### src/rtl/alu_instr_encoder.sv
// alu_instr_encoder
//   Turns an ALU operation code plus register/immediate fields into the
//   matching RV32I OP (R-type) or OP-IMM (I-type) instruction word. Encoded
//   words are queued in a DEPTH-entry FIFO. Illegal requests are consumed,
//   dropped and counted.
//
//   ALU operation codes are {funct7[5], funct3}, as produced by the decode path:
//     ADD 0000  SUB 1000  SLL 0001  SLT 0010  SLTU 0011
//     XOR 0100  SRL 0101  SRA 1101  OR  0110  AND  0111
//   All other codes are illegal.
//
// Ports
//   clk, rst_n      clock (rising edge), asynchronous active-low reset
//   in_valid/ready  request handshake; in_ready depends only on occupancy
//   in_aluctl       ALU operation code
//   in_use_imm      1 = OP-IMM, 0 = OP
//   in_rd/rs1/rs2   register fields (rs2 unused for OP-IMM)
//   in_imm          12-bit immediate (unused for OP)
//   out_valid/ready output handshake at the FIFO head
//   out_instr       instruction word at the head; holds last value when empty
//   err_pulse       one cycle after an accepted illegal request
//   err_count       saturating count of illegal requests
//   level           current FIFO occupancy
module alu_instr_encoder #(
   parameter int DEPTH = 4,
   parameter int ERRW  = 8
) (
   input  logic                       clk,
   input  logic                       rst_n,
   input  logic                       in_valid,
   output logic                       in_ready,
   input  logic [3:0]                 in_aluctl,
   input  logic                       in_use_imm,
   input  logic [4:0]                 in_rd,
   input  logic [4:0]                 in_rs1,
   input  logic [4:0]                 in_rs2,
   input  logic [11:0]                in_imm,
   output logic                       out_valid,
   input  logic                       out_ready,
   output logic [31:0]                out_instr,
   output logic                       err_pulse,
   output logic [ERRW-1:0]            err_count,
   output logic [$clog2(DEPTH):0]     level
);

   localparam int PW = $clog2(DEPTH);
   localparam int LW = PW + 1;
   localparam logic [LW-1:0] FULL_LVL = LW'(DEPTH);

   localparam logic [3:0] ALU_ADD  = 4'b0000;
   localparam logic [3:0] ALU_SUB  = 4'b1000;
   localparam logic [3:0] ALU_SLL  = 4'b0001;
   localparam logic [3:0] ALU_SLT  = 4'b0010;
   localparam logic [3:0] ALU_SLTU = 4'b0011;
   localparam logic [3:0] ALU_XOR  = 4'b0100;
   localparam logic [3:0] ALU_SRL  = 4'b0101;
   localparam logic [3:0] ALU_SRA  = 4'b1101;
   localparam logic [3:0] ALU_OR   = 4'b0110;
   localparam logic [3:0] ALU_AND  = 4'b0111;

   localparam logic [6:0] OPC_OP     = 7'b0110011;
   localparam logic [6:0] OPC_OP_IMM = 7'b0010011;
   localparam logic [6:0] F7_ALT     = 7'b0100000;

   function automatic logic [2:0] alu_funct3(input logic [3:0] ctl);
      logic [2:0] f3;
      f3 = 3'b000;
      case (ctl)
         ALU_ADD, ALU_SUB: f3 = 3'b000;
         ALU_SLL:          f3 = 3'b001;
         ALU_SLT:          f3 = 3'b010;
         ALU_SLTU:         f3 = 3'b011;
         ALU_XOR:          f3 = 3'b100;
         ALU_SRL, ALU_SRA: f3 = 3'b101;
         ALU_OR:           f3 = 3'b110;
         ALU_AND:          f3 = 3'b111;
         default:          f3 = 3'b000;
      endcase
      return f3;
   endfunction

   function automatic logic is_known(input logic [3:0] ctl);
      logic k;
      k = 1'b0;
      case (ctl)
         ALU_ADD, ALU_SUB, ALU_SLL, ALU_SLT, ALU_SLTU,
         ALU_XOR, ALU_SRL, ALU_SRA, ALU_OR, ALU_AND: k = 1'b1;
         default: k = 1'b0;
      endcase
      return k;
   endfunction

   function automatic logic is_shift(input logic [3:0] ctl);
      return (ctl == ALU_SLL) || (ctl == ALU_SRL) || (ctl == ALU_SRA);
   endfunction

   function automatic logic is_legal(input logic [3:0] ctl, input logic use_imm,
                                     input logic [11:0] imm);
      logic ok;
      ok = is_known(ctl);
      // There is no SUBI; shift amounts above 31 do not exist on RV32.
      if (use_imm && (ctl == ALU_SUB))
         ok = 1'b0;
      if (use_imm && is_shift(ctl) && (imm[11:5] != 7'd0))
         ok = 1'b0;
      return ok;
   endfunction

   function automatic logic [31:0] encode(input logic [3:0] ctl, input logic use_imm,
                                          input logic [4:0] rd, input logic [4:0] rs1,
                                          input logic [4:0] rs2, input logic [11:0] imm);
      logic [2:0]  f3;
      logic [6:0]  f7;
      logic [31:0] word;
      f3 = alu_funct3(ctl);
      f7 = ((ctl == ALU_SUB) || (ctl == ALU_SRA)) ? F7_ALT : 7'd0;
      if (!use_imm)
         word = {f7, rs2, rs1, f3, rd, OPC_OP};
      else if (is_shift(ctl))
         word = {f7, imm[4:0], rs1, f3, rd, OPC_OP_IMM};
      else
         word = {imm, rs1, f3, rd, OPC_OP_IMM};
      return word;
   endfunction

   function automatic logic [ERRW-1:0] sat_inc(input logic [ERRW-1:0] v);
      return (v == {ERRW{1'b1}}) ? v : v + 1'b1;
   endfunction

   logic [31:0]    r_mem [DEPTH];
   logic [PW-1:0]  r_wr_ptr;
   logic [PW-1:0]  r_rd_ptr;
   logic [LW-1:0]  r_level;
   logic [31:0]    r_last;
   logic           r_err_pulse;
   logic [ERRW-1:0] r_err_count;

   logic           w_accept;
   logic           w_legal;
   logic           w_push;
   logic           w_pop;
   logic [31:0]    w_word;

   assign in_ready  = (r_level != FULL_LVL);
   assign out_valid = (r_level != '0);
   // When empty, show the most recently popped word (0 after reset).
   assign out_instr = out_valid ? r_mem[r_rd_ptr] : r_last;
   assign err_pulse = r_err_pulse;
   assign err_count = r_err_count;
   assign level     = r_level;

   assign w_accept = in_valid & in_ready;
   assign w_legal  = is_legal(in_aluctl, in_use_imm, in_imm);
   assign w_push   = w_accept & w_legal;
   assign w_pop    = out_valid & out_ready;
   assign w_word   = encode(in_aluctl, in_use_imm, in_rd, in_rs1, in_rs2, in_imm);

   // Storage is only read where occupancy marks it valid, so it needs no reset.
   always_ff @(posedge clk) begin
      if (w_push)
         r_mem[r_wr_ptr] <= w_word;
   end

   always_ff @(posedge clk or negedge rst_n) begin
      if (!rst_n) begin
         r_wr_ptr    <= '0;
         r_rd_ptr    <= '0;
         r_level     <= '0;
         r_last      <= '0;
         r_err_pulse <= 1'b0;
         r_err_count <= '0;
      end else begin
         if (w_push)
            r_wr_ptr <= r_wr_ptr + 1'b1;
         if (w_pop) begin
            r_rd_ptr <= r_rd_ptr + 1'b1;
            r_last   <= r_mem[r_rd_ptr];
         end
         case ({w_push, w_pop})
            2'b10:   r_level <= r_level + LW'(1);
            2'b01:   r_level <= r_level - LW'(1);
            default: r_level <= r_level;
         endcase
         r_err_pulse <= w_accept & ~w_legal;
         if (w_accept && !w_legal)
            r_err_count <= sat_inc(r_err_count);
      end
   end

endmodule

### config.mk
export PLATFORM = sky130hd
export DESIGN_NAME = alu_instr_encoder
export DESIGN_NICKNAME = d
export VERILOG_FILES = /design/src/rtl/alu_instr_encoder.sv
export SDC_FILE = /design/constraint.sdc
export NUM_CORES = 1
export LEC_CHECK = 0
export BUFFER_PORTS_ARGS = -buffer_cell sky130_fd_sc_hd__clkbuf_2
export CAP_MARGIN = 20
export CORE_MARGIN = 2
export CORE_UTILIZATION = 52
export DETAILED_ROUTE_END_ITERATION = 16
export PLACE_DENSITY = 0.86
export SKIP_CTS_REPAIR_TIMING = 1
export SYNTH_ARGS = -nofsm -noshare
export SYNTH_HDL_FRONTEND = slang
export SYNTH_SLANG_ARGS = --single-unit
export TNS_END_PERCENT = 100
### constraint.sdc
create_clock -name clk -period 2.1 [get_ports clk]
set_clock_uncertainty 0.1 [all_clocks]
set_input_delay 0.42 -clock clk [delete_from_list [all_inputs] [get_ports clk]]
set_output_delay 0.42 -clock clk [all_outputs]
set_load 0.02 [all_outputs]
After elaboration in Yosys (flattened, before gate mapping)
Memories as Yosys holds them, arrays and structs flattened.
Cells that the tools add are included.
Widths: inputs -> output; s select.
{"block": "word_totals", "regBits": 48, "mem_bits_ro": 64, "input_bits": 36, "n_memories": 3, "ram_bits": 128}
{"block": "op_classes", "n_eq_ne": 8, "bitwise_logic": 6, "n_mux": 9, "n_addsub": 5, "reduce_logical": 12}
{"memory": "r_mem", "words": 4, "word_bits": 32, "rd": 1, "rd_ports_with_merged_regs": 0, "wr": 1, "line_no": "130", "source": "logic [31:0] r_mem [DEPTH];"}
{"memory": "(name not given)", "words": 16, "word_bits": 3, "rd": 1, "rd_ports_with_merged_regs": 0, "wr": 0, "line_no": "68", "source": "case (ctl)"}
{"memory": "(name not given)", "words": 16, "word_bits": 1, "rd": 1, "rd_ports_with_merged_regs": 0, "wr": 0, "line_no": "85", "source": "case (ctl)"}
{"operator": "$mux 32", "n": 3}
{"operator": "$add 8x1->8 const B", "n": 1}
{"operator": "$eq 4x4->1 const B", "n": 2}
{"operator": "$eq 8x8->1 const B", "n": 1}
{"operator": "$reduce_bool 7->1", "n": 1}
{"operator": "$mux 6", "n": 1}
{"operator": "$pmux 3 s2", "n": 1}
{"operator": "$add 2x1->2 const B", "n": 2}
{"operator": "$and 1x1->1", "n": 4}
{"operator": "$eq 4x1->1 const B", "n": 1}
{"operator": "$eq 4x3->1 const B", "n": 1}
{"operator": "$logic_and 1x1->1", "n": 4}
{"operator": "$mux 1", "n": 4}
{"operator": "$add 3x1->3 const B", "n": 1}
{"operator": "$logic_or 1x1->1", "n": 3}
{"operator": "$ne 3x3->1 const B", "n": 1}
{"operator": "$reduce_bool 3->1", "n": 1}
{"operator": "$sub 3x1->3 const B", "n": 1}
{"operator": "$eq 2x1->1 const B", "n": 1}
{"operator": "$eq 2x2->1 const B", "n": 1}
{"operator": "$not 1->1", "n": 2}
{"operator": "$reduce_and 2->1", "n": 1}
{"operator": "$reduce_bool 2->1", "n": 1}
{"operator": "$logic_not 1->1", "n": 1}

Depth between registers and ports, before layout
{"block": "depth", "depth_word": 9, "ltp_mapped": 11, "ltp_nobuf": 11}

Worst setup path before layout
OpenSTA, ideal clock, no wires.
{"block": "synth_timing", "path_kind": "input to register", "startpoint": "input in_aluctl[1]", "endpoint": "memory r_mem[0][10] (enable)", "setup_slack_ns": -0.552, "path_stages": 5, "setup_time_ns": 0.385, "arrival_ns": 2.167, "required_time_ns": 1.615, "n_path_buf": 0, "path_cell_list": "or4_1 > o21a_2 > a32o_1 > nor2_4 > and2_1"}
{"block": "synth_via", "elab_chain_len": 9, "elab_cells_between_ends": 15}
{"item": "from (decl)", "line_no": "32", "source": "input logic [3:0] in_aluctl,"}
{"item": "branches (longest 5 deep; another with $mem_v2 16x1)"}
{"item": "$mux 1 (*)", "line_no": "104", "source": "if (use_imm && is_shift(ctl) && (imm[11:5] != 7'd0))"}
{"item": "$and 1x1->1 (*)", "line_no": "154", "source": "assign w_push = w_accept & w_legal;"}
{"item": "$mux 1 (*)", "line_no": "160", "source": "if (w_push)"}
{"item": "$mux 1 (not written as such) (*)", "line_no": "161", "source": "r_mem[r_wr_ptr] <= w_word;"}
{"item": "to (decl)", "line_no": "130"}
Every way passes the cells marked *.

Final worst setup path
{"block": "layout_timing", "startpoint": "register r_level[0] (netlist: level[0])", "endpoint": "output out_instr[12]"}
{"block": "layout_via", "elab_chain_len": 2}
{"item": "from (decl)", "line_no": "133", "source": "logic [LW-1:0] r_level;"}
{"item": "from (signal assigned)", "line_no": "180", "source": "2'b10: r_level <= r_level + LW'(1);"}
{"item": "from (signal assigned)", "line_no": "181", "source": "2'b01: r_level <= r_level - LW'(1);"}
{"item": "from (signal assigned)", "line_no": "182", "source": "default: r_level <= r_level;"}
{"item": "$reduce_bool 3->1", "line_no": "145", "source": "assign out_valid = (r_level != '0);"}
{"item": "$mux 32", "line_no": "147", "source": "assign out_instr = out_valid ? r_mem[r_rd_ptr] : r_last;"}
{"item": "to (decl)", "line_no": "40", "source": "output logic [31:0] out_instr,"}
Every way passes these cells.

==> results.md <==
Clock network:
- The number of clock sinks is roughly 150.
- In this run the deepest clock path goes through 2 buffers.
- The number of CTS-inserted buffers is 17.
- The insertion delay to the later sink of the worst-skew pair is between 0.4 and 0.5 ns.
- The tree is rooted in a sky130_fd_sc_hd__clkbuf_16.
- The H-tree generated during clock tree synthesis spans 4 levels.
- After clock tree synthesis, the clock-pin slew on the worst setup and hold paths is ~0.070 ns.
- TritonCTS built the clock tree.

Logic synthesis:
- The share of synthesized flip-flops with an asynchronous set or reset is 29.3%.
- The biggest area contributor in the post-synthesis netlist is sky130_fd_sc_hd__edfxtp_1.
- The commonest register cell after synthesis is sky130_fd_sc_hd__edfxtp_1.
- In this run, synthesis inferred around 100 flip-flops with an integrated enable.
- The commonest cells after synthesis are sky130_fd_sc_hd__edfxtp_1, sky130_fd_sc_hd__mux2_2, sky130_fd_sc_hd__dfrtp_1.
- The number of distinct library cells after synthesis is 40.
- Synthesis inferred about 150 register bits.
- By area the synthesized netlist is led by sky130_fd_sc_hd__edfxtp_1, sky130_fd_sc_hd__dfrtp_1, sky130_fd_sc_hd__mux2_2.
- The Yosys step of the flow raised 0 warnings.
- The sequential element share of the synthesized area is 68.5%.
- A synthesized cell averages 18.5 um2.
- After synthesis the cells add up to around 0.0061 mm2.
- Synthesis produced between 300 and 400 cells.
- The share of Yosys cell area claimed by the top area cell type is 50.9%.
- The most common cell in the synthesized netlist is sky130_fd_sc_hd__edfxtp_1.

Setup path:
- The worst path arrival time is 2.04 ns.
- In this design, the stage delay of the slowest critical-path cell is between 0.4 and 0.5 ns.
- The required time of the critical path is approximately 1.6 ns.
- Of all nets on the critical path, the largest fanout is 23.
- Among cell families on the critical path, the largest total delay comes from buffers and inverters.
- By instance count, the cell type seen most on the critical path is sky130_fd_sc_hd__buf_4.
- The worst setup path is captured at an output pin.
- The worst path buffer plus inverter count is 3.
- The slowest cell on the critical path is sky130_fd_sc_hd__dfrtp_2.
- STA classifies the critical path startpoint as a flip-flop.
- Traced cell by cell, the critical path runs through buf_4 -> or3_4 -> buf_12 -> mux2_4 -> buf_4.
- The worst setup path is of the reg -> out kind.

Outcome:
- The final reports fail on negative setup slack.
- The run finished, with violations left.

Floorplanning:
- The I/O pin count is slightly above 80.
- Once the floorplan was initialized, standard cells occupied between 50% and 60% of the core.
- After floorplanning, the core was sized to cover around 0.011 mm2.
- The floorplan has 39 rows.
- The die is between 100 and 150 um wide.
- The floorplan die height is ~110 um.
- The area enclosed by the die boundary is 0.0127 mm2.

Detailed routing:
- The number of vias per cell is around 5.6.
- After detailed routing, the average wire length per cell comes to 21.4 um.
- The remaining antenna violation count after routing is 0.
- Detailed routing placed a total of ~830 um of wire on met3.
- The DRC violations left is 0.
- The wire length after detailed routing is about 13 mm.
- The sum of met2 wire segment lengths after detailed routing is slightly above 7 mm.
- The top layer used by detailed routing is met4.
- The detailed router finished its first iteration with 247 violations.
- The via count is around 3.4k.
- The first-pass iteration count of the detailed router is 4.
- For this block, wires on met1 add up to 4.96 mm.

Pwr:
- The power density relative to cell area is approximately 1500 mW/mm2.
- The standby leakage power is 3.03 nW.
- VDD sags by at most 0.669 mV.

Placed design:
- The placer's final routability congestion estimate is approximately 0.75.
- After legalization and detailed placement, the total HPWL measured roughly 8.0 mm.
- Before CTS, the worst setup slack after placement is -0.474 ns.
- In this run, placement finished with an instance count of between 500 and 600.
- The number of buffers added on ports is 78.
- The placed instances occupy a cell area of between 0.007 and 0.008 mm2.

STA:
- Setup total negative slack on the finished layout was measured at -12.50 ns.
- Setup violations remaining at the end of the flow were counted as 32.
- Derived from the worst setup path, the maximum achievable clock frequency is 0.390 GHz.
- The worst hold slack is between 0.1 and 0.15 ns.
- Dividing the final minimum period by the clock period gives 122%.
- After layout, the minimum clock period comes to around 2.6 ns.
- The number of max-slew violations in the final report is 0.
- The count of final hold-check violations is 0.
- The final worst-path setup slack is -0.464 ns.
- Setup repair after global routing could not meet its margin everywhere.

Cells and area:
- The layout cell share with drive strength beyond 1 is 54.7%.
- 0 antenna diodes ended up in the layout.
- Once layout is done, the placed cells without fillers occupy about 0.008 mm2.
- Once layout is complete, the cells apart from fillers number 611.
- The area added between synthesis and finish is 27.0%.
- The final layout contains ~500 nets.

Flow run:
- Max-cap violations in this run came to 0.

Hold path:
- The worst hold path belongs to the class in -> reg.

Global routing:
- The total grt overflow is 0.
- The global-route usage over all layers is 21.6%.
- The initial antenna violation count is 0.
- The number of global-route vias before repair was ~3.6k.
- Entering global routing, the biggest net connects 28 pins.
- The wire length of the first global-routing pass is just over 20 mm.
## worst reg2reg max path: stages, from the launching register on
cell and delay (ns):
sky130_fd_sc_hd__dfrtp_2 0.41, sky130_fd_sc_hd__or3b_4 0.42, sky130_fd_sc_hd__nand2_4 0.10, sky130_fd_sc_hd__nor2_4 0.05
sky130_fd_sc_hd__inv_2 0.06, sky130_fd_sc_hd__ha_4 0.12, sky130_fd_sc_hd__inv_2 0.03, sky130_fd_sc_hd__fa_2 0.33
sky130_fd_sc_hd__xor2_1 0.17, sky130_fd_sc_hd__nor2_1 0.13, sky130_fd_sc_hd__xor2_1 0.17
## final cells by class
cell class / instances / area (um2)
Clock buffer: 21 / 460
Clock inverter: 11 / 139
Fill cell: 704 / 3680
Inverter: 9 / 33.8
Multi-Input combinational cell: 161 / 1880
Sequential cell: 147 / 4200
Tap cell: 143 / 179
Timing Repair Buffer: 119 / 890
## logic make-up after synthesis
| logic type | synth area share [%] |
|---|---|
| compound gates | 1.16 |
| simple gates | 4.26 |
| flops | 68.5 |
| fa+ha+maj | 1.55 |
| mux | 20.8 |
| xor+xnor | 1.71 |
| buf+inv | 1.98 |
| other cells | 0.0612 |
## cell usage in the layout, fill, tap and decap left out, types with 4 or more instances in the layout
cell type	count
sky130_fd_sc_hd__dfrtp_1	40
sky130_fd_sc_hd__edfxtp_1	104
sky130_fd_sc_hd__buf_12	9
sky130_fd_sc_hd__nand2_1	6
sky130_fd_sc_hd__inv_6	7
sky130_fd_sc_hd__clkbuf_2	62
sky130_fd_sc_hd__inv_1	6
sky130_fd_sc_hd__mux2_2	55
sky130_fd_sc_hd__clkbuf_16	20
sky130_fd_sc_hd__xor2_1	6
sky130_fd_sc_hd__buf_4	30
sky130_fd_sc_hd__and2_1	7
sky130_fd_sc_hd__xnor2_1	6
sky130_fd_sc_hd__nor2_1	4
sky130_fd_sc_hd__mux4_2	26
sky130_fd_sc_hd__buf_2	11
sky130_fd_sc_hd__ha_1	5
## metal layers
metal  vias up  GRT usage, %
met3        17          5.08
met4         0          7.64
met2       135          36.3
li1       1528             -
met5         -             0
met1      1766          27.6
## where the power goes
| part | switching, W | leakage (nW) | internal, W |
|---|---|---|---|
| clock | 0.00120 | 0.294 | 0.00184 |
| combinational | 0.00216 | 1.28 | 0.00211 |
| sequential | 0.000338 | 1.46 | 0.00377 |
| total | 0.00370 | 3.03 | 0.00773 |
## registers in the layout, summed over array words and instances, names as in the netlist
name	flops
r_mem	104
r_last	27
err_count	8
level	3
r_rd_ptr	2
r_wr_ptr	2
err_pulse	1
## final timing paths
check	from	end	slack, ns	depth (start not counted)
max reg2reg	level[0]	level[2]	-0.07	10
max in group asynchronous	rst_n	level[2]	1.05	3
min	in_rs1[3]	r_mem[3][18]	0.12	1
max	level[0]	out_instr[12]	-0.46	5
min reg2reg	r_last[4]	r_last[4]	0.38	1
min in group asynchronous	rst_n	r_last[8]	0.27	2
## stage by stage
step	util, %	power, W
CTS	66.6	0.0113
global placement	61.4	0.00802
detailed placement	61.4	0.00819
global route	67.9	0.0119
finish	67.9	0.0114
floorplan	-	0.00687
No activity file was read; power rests on OpenSTA's default activity.
